<file path="config.mk">
export PLATFORM = sky130hd
export DESIGN_NAME = sp_ram_be_clr
export DESIGN_NICKNAME = d
export VERILOG_FILES = /design/src/rtl/sp_ram_be_clr.sv
export SDC_FILE = /design/constraint.sdc
export NUM_CORES = 1
export LEC_CHECK = 0
export ABC_AREA = 1
export CORE_UTILIZATION = 26
export CTS_CLUSTER_SIZE = 40
export DETAILED_ROUTE_END_ITERATION = 6
export HOLD_SLACK_MARGIN = 0.12
export PLACE_DENSITY = 0.38
export REMOVE_ABC_BUFFERS = 1
export SLEW_MARGIN = 30
export SYNTH_ARGS = -nofsm -noshare
export SYNTH_HDL_FRONTEND = slang
export SYNTH_SLANG_ARGS = --single-unit
</file>
<file path="constraint.sdc">
create_clock -name clk -period 7.28 [get_ports clk]
set_input_delay 1.456 -clock clk [delete_from_list [all_inputs] [get_ports clk]]
set_output_delay 1.456 -clock clk [all_outputs]
set_load 0.01 [all_outputs]
</file>
<file path="src/rtl/sp_ram_be_clr.sv">
// Single-port synchronous RAM with per-byte write enables, selectable read-during-write
// behaviour, an optional output register and a post-reset clear pass over the whole array.
module sp_ram_be_clr #(
  parameter int DATA_W     = 16,
  parameter int BYTE_W     = 8,
  parameter int ADDR_W     = 6,
  parameter int RDW_MODE   = 0,
  parameter int OUT_REG    = 0,
  parameter int CLR_ON_RST = 1
) (
  input  logic                       clk,
  input  logic                       rst_n,
  input  logic                       en,
  input  logic                       write_enable,
  input  logic [DATA_W/BYTE_W-1:0]   be,
  input  logic [ADDR_W-1:0]          address,
  input  logic [DATA_W-1:0]          data,
  output logic [DATA_W-1:0]          q,
  output logic                       q_valid,
  output logic                       busy
);

  localparam int NB    = DATA_W / BYTE_W;
  localparam int DEPTH = 2 ** ADDR_W;

  if (DATA_W % BYTE_W != 0) begin : g_bad_width
    $error("sp_ram_be_clr: DATA_W must be a multiple of BYTE_W");
  end

  typedef enum logic {CLEAR, READY} state_t;

  state_t              state;
  logic [ADDR_W-1:0]   cnt;
  logic                busy_r;
  logic [DATA_W-1:0]   mem [DEPTH];

  logic                acc;
  logic                do_clr;
  logic [DATA_W-1:0]   rd_word;
  logic [DATA_W-1:0]   wr_word;

  logic [DATA_W-1:0]   q_p0;
  logic                vld_p0;

  function automatic logic [DATA_W-1:0] merge_lanes(
    input logic [DATA_W-1:0] old_w,
    input logic [DATA_W-1:0] new_w,
    input logic [NB-1:0]     lanes
  );
    logic [DATA_W-1:0] r;
    r = old_w;
    for (int i = 0; i < NB; i++) begin
      if (lanes[i]) r[i*BYTE_W +: BYTE_W] = new_w[i*BYTE_W +: BYTE_W];
    end
    return r;
  endfunction

  always_comb begin
    acc     = rst_n && en && (state == READY);
    do_clr  = rst_n && (state == CLEAR);
    rd_word = mem[address];
    wr_word = merge_lanes(rd_word, data, be);
  end

  // Control: clear sequencer walks every address once, then hands over to READY
  always_ff @(posedge clk) begin
    if (!rst_n) begin
      state  <= (CLR_ON_RST != 0) ? CLEAR : READY;
      cnt    <= '0;
      busy_r <= (CLR_ON_RST != 0);
    end else if (state == CLEAR) begin
      cnt <= cnt + 1'b1;
      if (&cnt) begin
        state  <= READY;
        busy_r <= 1'b0;
      end
    end
  end

  // Array: not touched by rst_n, only by the clear pass or a qualified write
  always_ff @(posedge clk) begin
    if (do_clr) begin
      mem[cnt] <= '0;
    end else if (acc && write_enable) begin
      mem[address] <= wr_word;
    end
  end

  // Stage p0: read word (or merged word in write-first mode) captured with its strobe
  always_ff @(posedge clk) begin
    if (!rst_n) begin
      q_p0   <= '0;
      vld_p0 <= 1'b0;
    end else begin
      vld_p0 <= acc;
      if (acc) q_p0 <= (write_enable && (RDW_MODE != 0)) ? wr_word : rd_word;
    end
  end

  // Stage p1: optional output register, holds its value between strobes
  if (OUT_REG != 0) begin : g_oreg
    logic [DATA_W-1:0] q_p1;
    logic              vld_p1;

    always_ff @(posedge clk) begin
      if (!rst_n) begin
        q_p1   <= '0;
        vld_p1 <= 1'b0;
      end else begin
        vld_p1 <= vld_p0;
        if (vld_p0) q_p1 <= q_p0;
      end
    end

    assign q       = q_p1;
    assign q_valid = vld_p1;
  end else begin : g_noreg
    assign q       = q_p0;
    assign q_valid = vld_p0;
  end

  assign busy = busy_r;

endmodule

</file>
==> impl_metrics.py, run 1 <==
metrics = {
    "run_status": {
        "status": "complete, no violations",
    },
    "timing": {
        "drv_slew": 0,
        "fmax_mhz": 223,
        "skew_ns": 0.0354,
        "fin_crit_ns": 4.49,
        "hold_ws_ns": 0.452,
        "setup-violations-final": 0,
        "finalSetupTns_ns": 0,
        "rsz0062_at_grt": "no",
        "fin_crit_sh_pct": 61.7,
        "hold_viol": 0,
        "worst_pin_slew_ns": 0.949,
        "relSlewSlack_pct": 36.7,
    },
    "clocking": {
        "insertion_delay_ns": 0.76,
        "post-cts-setup-buffers": 0,
        "cts_tree": "built",
        "cts_resized": 0,
        "cts-htree-levels": 3,
        "root_buffer": "clkbuf_16",
        "cts_buffers": 117,
        "clk_pin_slew_worst_paths_ns": 0.06,
        "cts_buffer_depth": 3,
        "clock-sinks": 1049,
        "cts_hold_buf": 0,
    },
    "drt": {
        "firstDrtPassIters": 7,
        "drcViolationCount": 0,
        "routed-wl-met3_mm": 7.96,
        "vias": 28100,
        "routed_wl_mm": 142,
        "first_iter_violations": 2308,
        "highest-signal-layer": "met4",
        "drtAntennaViolNets": 0,
        "routedWlPerCell_um": 23.6,
        "dr_wl_met2_mm": 62.7,
        "viasPerCell": 4.65,
        "met1Wirelength_mm": 68.9,
    },
    "synth": {
        "synth_cells": 3712,
        "synthMuxAreaShare_pct": 0,
        "synth-async-reset-ratio_pct": 0,
        "yosys.area_share.simple_pct": 23.8,
        "synth_area_leaders": "edfxtp_1 (72%), nand2_1 (12%), nand3_1 (10%), buf_2 (1.4%), dfxtp_1 (1.2%)",
        "yosysSeqAreaShare_pct": 73.1,
        "synth-edff-count": 1024,
        "synthMostInstantiatedCell": "nand2_1",
        "synth_common_cells": "nand2_1 (1378), edfxtp_1 (1024), nand3_1 (885)",
        "synth_compound_area_share_pct": 0.340,
        "synth_top_family_by_area": "simple AND/OR/NAND/NOR gates",
        "netlist.area_leader.share_pct": 72.0,
        "synth.avg_cell_area_um2": 11.5,
        "yosys_warnings": 0,
        "synthAdderAreaFrac_pct": 0.0293,
        "synth-main-ff-cell": "edfxtp_1",
        "ys_types": 26,
        "synth-seq-cells": 1049,
        "synth_xor_area_share_pct": 0,
        "synth_top_area_cell": "edfxtp_1",
        "synth.cell_area_um2": 42700,
    },
    "place": {
        "dp_hpwl_mm": 83.7,
        "portBuffers": 45,
        "placed_area_um2": 46300,
        "place.gp.congestion": 0.832,
    },
    "power_and_ir_drop": {
        "total_power_mw": 13.0,
        "p_leak_nw": 18.8,
        "peakVddDrop_mv": 0.187,
        "cellPowerDensity_nw_per_um2": 261,
    },
    "die": {
        "core.rowCount": 148,
        "die_width_um": 407,
        "ioPinCount": 46,
        "fp.dieH_um": 407,
        "core_area_um2": 163000,
        "die_area_um2": 166000,
        "initial_core_util_pct": 26.2,
    },
    "layout": {
        "drive_gt1_share_pct": 9.54,
        "syn_to_final_growth_pct": 16.9,
        "fin_util_pct": 30.7,
        "nNetsFinal": 3801,
        "final_area_um2": 50000,
    },
    "flow_run": {
        "cap_violations": 0,
    },
    "worst_setup_path": {
        "worst_ep_required_time_ns": 7.64,
        "end_kind": "flop",
        "crit_arrival_ns": 4.86,
        "criticalPathCategory": "in -> reg",
        "startpoint_type": "input pin",
        "rrSetupSlack_ns": 3.50,
        "crit_fanout": 29,
    },
    "min_path": {
        "hp-class": "reg -> reg",
    },
    "grt": {
        "grt_pass1_vias": 27100,
        "grt_use_total_pct": 16.9,
        "overflow": 0,
        "grt_antenna_before_repair": 6,
        "grt_pass1_wl_mm": 204,
        "grt_max_degree": 106,
    },
}
-- routing by layer --
metal,vias up,track usage (%)
met5,-,0
met4,0,4.01
met3,154,3.02
met2,692,25.3
met1,14100,25.0
li1,13100,-
-- report_power, final --
part	switching [mW]	total, mW	internal [mW]
logic	0.488	0.650	0.162
registers	0.00614	6.55	6.54
clock network	2.51	5.82	3.31
total	3.00	13.0	10.0
-- worst paths after layout --
path	cells past startpoint	start	end
hold reg to reg	2	q[10]	q[10]
setup reg to reg	8	state	mem[5][8]
hold / removal	2	q[10]	q[10]
setup / recovery	9	rst_n	mem[5][8]
-- critical path, stage by stage --
cell	delay, ns
clkdlybuf4s50_1	0.63
nand3_2	0.15
inv_4	0.30
nand2_4	0.33
nand2_1	0.17
o21ai_2	0.11
inv_1	0.14
nand3_1	0.54
nor2_2	0.96
-- flip-flops by register name, indices dropped and copies added (netlist names) --
name,flops
busy,1
cnt,6
mem,1024
q,16
q_valid,1
state,1
-- through the flow --
step,setup WS [ns],cells
final,2.79,6048
after global routing,2.60,6044
after CTS,2.70,6044
after detailed placement,1.93,5828
after global placement,1.99,5828
after floorplan,-1.53,3482
-- final cells by class --
class,count,area (um2)
fillers,16700,113000
multi-input cells,2396,10500
inverters,37,164
repair buffers,171,1610
diodes,4,10.0
clock inverters,66,613
clock buffers,150,3060
flip-flops and latches,1049,31300
well taps,2175,2720
-- cell families after synthesis --
group / count (synthesis)
compound gates: 17
simple gates: 2378
fa+ha+maj: 1
flops: 1049
buf+inv: 267
-- placed cells by master (no fill, tap or decap), types with 25 or more instances in the layout --
cell and instances:
clkbuf_16 117, dfxtp_1 25, clkdlybuf4s50_1 40, nor2_1 65
nand2_1 1378, buf_4 109, clkinv_1 25, clkbuf_1 32
nand3_1 885, edfxtp_1 1024
No activity file was read; power rests on OpenSTA's default activity.
==> inputs of run 2 (changes only) <==
Settings changed: PLACE_DENSITY 0.38 to 0.39.
Clock period 7.28 ns to 3.71 ns, I/O delays scaled along.
==> run 2 against run 1 <==
Net effect: combinational power rose by 120%; cell count grew 2.0%; first-iteration DRC count up 1.2%; register-to-register slack worse by 2.6 ns; routed wire length decreased by 0.75%; clock-buffer cell count increased by 2; sequential share of layout area down 1.6 points; utilization is 0.82 points higher; setup slack got worse by 1.9 ns; flip-flop and latch count unchanged; critical path type is now reg -> reg; critical endpoint is now mem[6][4]; highest routed layer unchanged.
==> impl_metrics.py, run 2 (synthesis gave the netlist of run 1 again) <==
metrics = {
    "timing": {
        "drv_slew": 0,
        "skew_ns": 0.0499,
        "hold_viol": 0,
        "fmax_mhz": 359,
        "relSlewSlack_pct": 56.4,
        "rsz0062_at_grt": "no",
        "worst_pin_slew_ns": 0.654,
        "fin_crit_sh_pct": 75.1,
        "fin_crit_ns": 2.78,
        "setup-violations-final": 0,
    },
    "worst_setup_path": {
        "crit_path_frequent_cell": "buf_4",
        "cpPeakStageDelay_ns": 0.52,
        "crit_fanout": 16,
        "crit_end": "mem[6][4]",
        "rr_startpoint": "state",
        "startpoint_type": "flop",
        "path_cells": "nand3_2 -> inv_4 -> nand2_4 -> buf_4 -> o21ai_4 -> nand4_2 -> buf_4 -> nor2_1 -> buf_4",
        "cp_slowest_cell": "dfxtp_1",
        "criticalPathCategory": "reg -> reg",
        "cp-startpoint": "state",
        "worst_ep_required_time_ns": 4.12,
        "rrSetupSlack_ns": 0.93,
        "reg2reg_depth": 9,
        "end_kind": "flop",
        "crit_arrival_ns": 3.19,
        "r2r_end": "mem[6][4]",
    },
    "layout": {
        "num-fill-cells": 16600,
        "syn_to_final_growth_pct": 20.1,
        "fin_util_pct": 31.5,
        "drive_gt1_share_pct": 11.7,
        "top_register": "mem",
        "largest_reg_flops": 1024,
        "final_area_um2": 51300,
        "mostFrequentLayoutCells": "nand2_1 (1378), edfxtp_1 (1024), nand3_1 (885)",
        "nNetsFinal": 3916,
        "layout_commonest_cell": "nand2_1",
    },
    "clocking": {
        "post-cts-setup-buffers": 0,
        "cts_tree": "built",
        "insertion_delay_ns": 0.77,
        "clock-sinks": 1049,
        "cts-htree-levels": 3,
        "cts_buffers": 116,
        "clk_pin_slew_worst_paths_ns": 0.06,
        "cts_hold_buf": 0,
        "cts_buffer_depth": 3,
        "root_buffer": "clkbuf_16",
        "cts_resized": 0,
    },
    "power_and_ir_drop": {
        "power.internal_mw": 19.4,
        "peakVddDrop_mv": 0.354,
        "p_leak_nw": 19.5,
        "p_seq_share_pct": 50.9,
        "p_clk_share_pct": 43.5,
        "cellPowerDensity_nw_per_um2": 492,
        "p_sw_mw": 5.88,
        "combPwrFrac_pct": 5.5,
        "swShare_pct": 23.3,
    },
    "place": {
        "place.gp.congestion": 0.857,
        "portBuffers": 45,
        "dp_hpwl_mm": 89.7,
        "placed_area_um2": 47700,
    },
    "grt": {
        "met3_usage_pct": 2.81,
        "grt_pass1_vias": 27700,
        "grt_antenna_before_repair": 7,
        "use_met2_pct": 27.0,
        "overflow": 0,
        "top_usage_layer": "met2",
        "grt_pass1_wl_mm": 204,
        "grt_use_total_pct": 16.8,
        "grt_max_degree": 107,
        "grt_use_met1_pct": 23.7,
    },
    "die": {
        "fp.dieH_um": 407,
        "ioPinCount": 46,
        "core_area_um2": 163000,
        "initial_core_util_pct": 26.2,
        "die_area_um2": 166000,
        "core.rowCount": 148,
        "die_width_um": 407,
    },
    "run_status": {
        "status": "complete, no violations",
    },
    "min_path": {
        "hp-class": "reg -> reg",
        "holdCritStartpoint": "q[6]",
    },
    "drt": {
        "drcViolationCount": 0,
        "first_iter_violations": 2335,
        "viasPerCell": 4.55,
        "drtAntennaViolNets": 0,
        "firstDrtPassIters": 5,
        "vias": 28100,
        "routedWlPerCell_um": 22.9,
        "routed_wl_mm": 141,
    },
    "flow_run": {
        "cap_violations": 0,
    },
}
[run 2: cell count changes in the layout (fill, tap and decap cells not counted), sizes merged]
cell,delta
buf,+116
clkbuf,+2
clkinv,+5
inv,-5
diode,+7
bufinv,-5
[run 2: cell type report]
cell class	count	area, um2	share of cell area (%)
Timing Repair Buffer	287	3170	6.18
Sequential cell	1049	31300	60.9
Tap cell	2175	2720	5.30
Antenna cell	11	27.5	0.0537
Clock buffer	152	3040	5.92
Inverter	37	161	0.315
Clock inverter	61	515	1.00
Multi-Input combinational cell	2396	10400	20.3
[run 2: how the worst min path moves through the flow]
stage / endpoint / slack, ns / depth (start not counted)
2_1_floorplan: cnt[5] / 0.44 / 2
3_3_place_gp: q[11] / 0.44 / 2
3_5_place_dp: q[8] / 0.44 / 2
4_1_cts: q[6] / 0.45 / 2
5_1_grt: q[15] / 0.46 / 2
6_report: q[6] / 0.45 / 2
[run 2: stage by stage]
stage | power (mW) | hold WS [ns] | cells | TNS, ns | setup slack (ns)
detailed placement | 14.5 | 0.441 | 5944 | 0 | 0.244
finish | 25.2 | 0.450 | 6168 | 0 | 0.925
CTS | 25.6 | 0.455 | 6157 | 0 | 0.939
global placement | 14.5 | 0.445 | 5944 | 0 | 0.214
global route | 26.1 | 0.460 | 6157 | 0 | 0.787
floorplan | 13.7 | 0.444 | 3482 | -6670.76 | -4.39
[run 2: power by group through the flow]
| stage | Combinational, mW | Clock [mW] | Sequential (mW) |
|---|---|---|---|
| finish | 1.40 | 11.0 | 12.9 |
| global route | 1.50 | 11.7 | 12.8 |
| CTS | 1.41 | 11.3 | 12.9 |
| detailed placement | 1.41 | 0 | 13.1 |
| global placement | 1.42 | 0 | 13.1 |
| floorplan | 0.584 | 0 | 13.1 |
[run 2: layer usage]
metal / wire length, um / share of wire [%]
met4: 2620 / 1.8
met5: 0 / 0
met1: 66100 / 47
met3: 6700 / 4.7
met2: 65900 / 47
[run 2: critical path: cells and delay by family, from the launching register on]
family                 cells  cell delay [ns]
AND/OR/NAND/NOR            4             0.83
AO/OA/AOI/OAI              1             0.17
buffers and inverters      4             0.92
flip-flops                 1             0.52
==> inputs of run 3 (changes only) <==
Settings changed: PLACE_DENSITY 0.39 to 0.38.
Clock period 3.71 ns to 2.7 ns, I/O delays scaled along.
==> run 3 against run 2 <==
Net effect: global-route usage rose by 0.65 points; register-to-register slack worse by 0.84 ns; first-iteration DRC count rose by 3.0%; power grew 40%; clock-buffer cell count grew 6; critical endpoint is now mem[10][12]; flip-flop and latch count unchanged; via count up 4.4%; design area increased by 5.5%; largest power group unchanged; setup slack got worse by 0.84 ns; clock skew fell by 0.0097 ns; die area is the same.
==> impl_metrics.py, run 3 (synthesis gave the netlist of run 1 again) <==
metrics = {
    "worst_setup_path": {
        "crit_fanout": 16,
        "startpoint_type": "flop",
        "end_kind": "flop",
        "crit_arrival_ns": 3.03,
        "criticalPathCategory": "reg -> reg",
        "rr_startpoint": "state",
        "worst_ep_required_time_ns": 3.12,
        "cp-startpoint": "state",
    },
    "drt": {
        "drtAntennaViolNets": 0,
        "drcViolationCount": 0,
        "vias": 29300,
        "routed_wl_mm": 147,
        "routedWlPerCell_um": 23.0,
        "first_iter_violations": 2406,
        "viasPerCell": 4.60,
        "firstDrtPassIters": 5,
    },
    "die": {
        "core_area_um2": 163000,
        "core.rowCount": 148,
        "die_width_um": 407,
        "die_area_um2": 166000,
        "fp.dieH_um": 407,
        "initial_core_util_pct": 26.2,
        "ioPinCount": 46,
    },
    "clocking": {
        "root_buffer": "clkbuf_16",
        "cts_buffers": 121,
        "clk_pin_slew_worst_paths_ns": 0.06,
        "post-cts-setup-buffers": 0,
        "insertion_delay_ns": 0.76,
        "clock-sinks": 1049,
        "cts_buffer_depth": 3,
        "cts_hold_buf": 0,
        "cts_tree": "built",
        "cts-htree-levels": 3,
    },
    "layout": {
        "nNetsFinal": 4128,
        "syn_to_final_growth_pct": 26.7,
        "drive_gt1_share_pct": 16.5,
        "top_register": "mem",
        "fin_util_pct": 33.2,
        "mostFrequentLayoutCells": "nand2_1 (1378), edfxtp_1 (1024), nand3_1 (885)",
        "layout_commonest_cell": "nand2_1",
        "final_cells": 6375,
        "largest_reg_flops": 1024,
        "num-fill-cells": 16400,
    },
    "timing": {
        "setup-violations-final": 0,
        "rsz0062_at_grt": "no",
        "drv_slew": 0,
        "worst_pin_slew_ns": 0.828,
        "hold_viol": 0,
        "relSlewSlack_pct": 44.6,
        "fmax_mhz": 383,
        "fin_crit_sh_pct": 96.7,
        "fin_crit_ns": 2.61,
        "skew_ns": 0.0402,
    },
    "place": {
        "place.gp.congestion": 0.830,
        "dp_hpwl_mm": 98.6,
        "dp.cells": 6151,
        "portBuffers": 45,
    },
    "power_and_ir_drop": {
        "peakVddDrop_mv": 0.534,
        "total_power_mw": 35.4,
        "cellPowerDensity_nw_per_um2": 655,
        "p_leak_nw": 20.9,
    },
    "run_status": {
        "status": "complete, no violations",
    },
    "grt": {
        "grt_pass1_wl_mm": 211,
        "grt_max_degree": 39,
        "grt_pass1_vias": 28800,
        "grt_antenna_before_repair": 8,
        "overflow": 0,
        "grt_use_total_pct": 17.5,
    },
    "flow_run": {
        "cap_violations": 0,
    },
    "min_path": {
        "hp-class": "reg -> reg",
        "holdCritStartpoint": "q[10]",
    },
}
-- run 3: cell count changes in the layout (fill, tap and decap cells not counted), sizes merged --
cell,before,now
buf,247,454
clkbuf,152,158
clkinvlp,0,2
diode,11,2
inv,39,40
-- run 3: cell type report --
type                            instances  area, um2  area share [%]
Multi-Input combinational cell       2396      10400            19.3
Clock buffer                          158       3230            5.97
Sequential cell                      1049      31300            57.7
Tap cell                             2175       2720            5.03
Clock inverter                         64        464           0.858
Inverter                               37        161           0.298
Antenna cell                            2       5.00         0.00925
Timing Repair Buffer                  494       5870            10.8
-- run 3: path summary, 6_finish.rpt --
path / end / slack, ns / cells past startpoint
worst max-delay path: mem[10][12] / 0.09 / 10
worst min-delay path: q[10] / 0.46 / 2
worst max register to register: mem[10][12] / 0.09 / 10
worst min register to register: q[10] / 0.46 / 2
-- run 3: through the flow --
stage	setup TNS, ns	instance area (um2)	setup slack (ns)	hold WS [ns]
finish	0	54100	0.0900	0.455
floorplan	-8338.48	41700	-5.20	0.444
CTS	0	54100	0.0668	0.456
global route	0	54100	0.0157	0.478
global placement	-522.04	50400	-0.557	0.443
detailed placement	-530.14	50400	-0.537	0.445
-- run 3: per-layer routing --
metal | track usage [%] | vias up | share of wire [%] | routed length [um]
met2 | 27.4 | 681 | 46 | 67600
met3 | 3.08 | 196 | 5.1 | 7490
met1 | 24.6 | 14700 | 46 | 67700
met5 | 0 | - | 0 | 0
li1 | - | 13800 | - | -
met4 | 4.85 | 0 | 2.5 | 3670
-- run 3: power by group --
part | switching [mW] | internal (mW) | total [mW] | leakage, nW
combinational | 1.44 | 0.812 | 2.25 | 7.52
sequential | 0.0129 | 17.6 | 17.7 | 11.6
clock | 6.70 | 8.83 | 15.5 | 1.81
total | 8.15 | 27.3 | 35.4 | 20.9
-- run 3: what timing repair did --
action	4_1_cts	5_1_grt
endpoints found under the setup margin	0	7
endpoints found under the hold margin	0	0
resized for setup	0	2
-- run 3: critical path: stages, from the launching register on --
cell and delay, ns:
dfxtp_1 0.50, nand3_2 0.15, inv_4 0.09, nand2_4 0.15, nand2_1 0.16, o21ai_4 0.11
inv_2 0.22, nand4_2 0.19, buf_4 0.24, nor2_1 0.20, buf_12 0.20
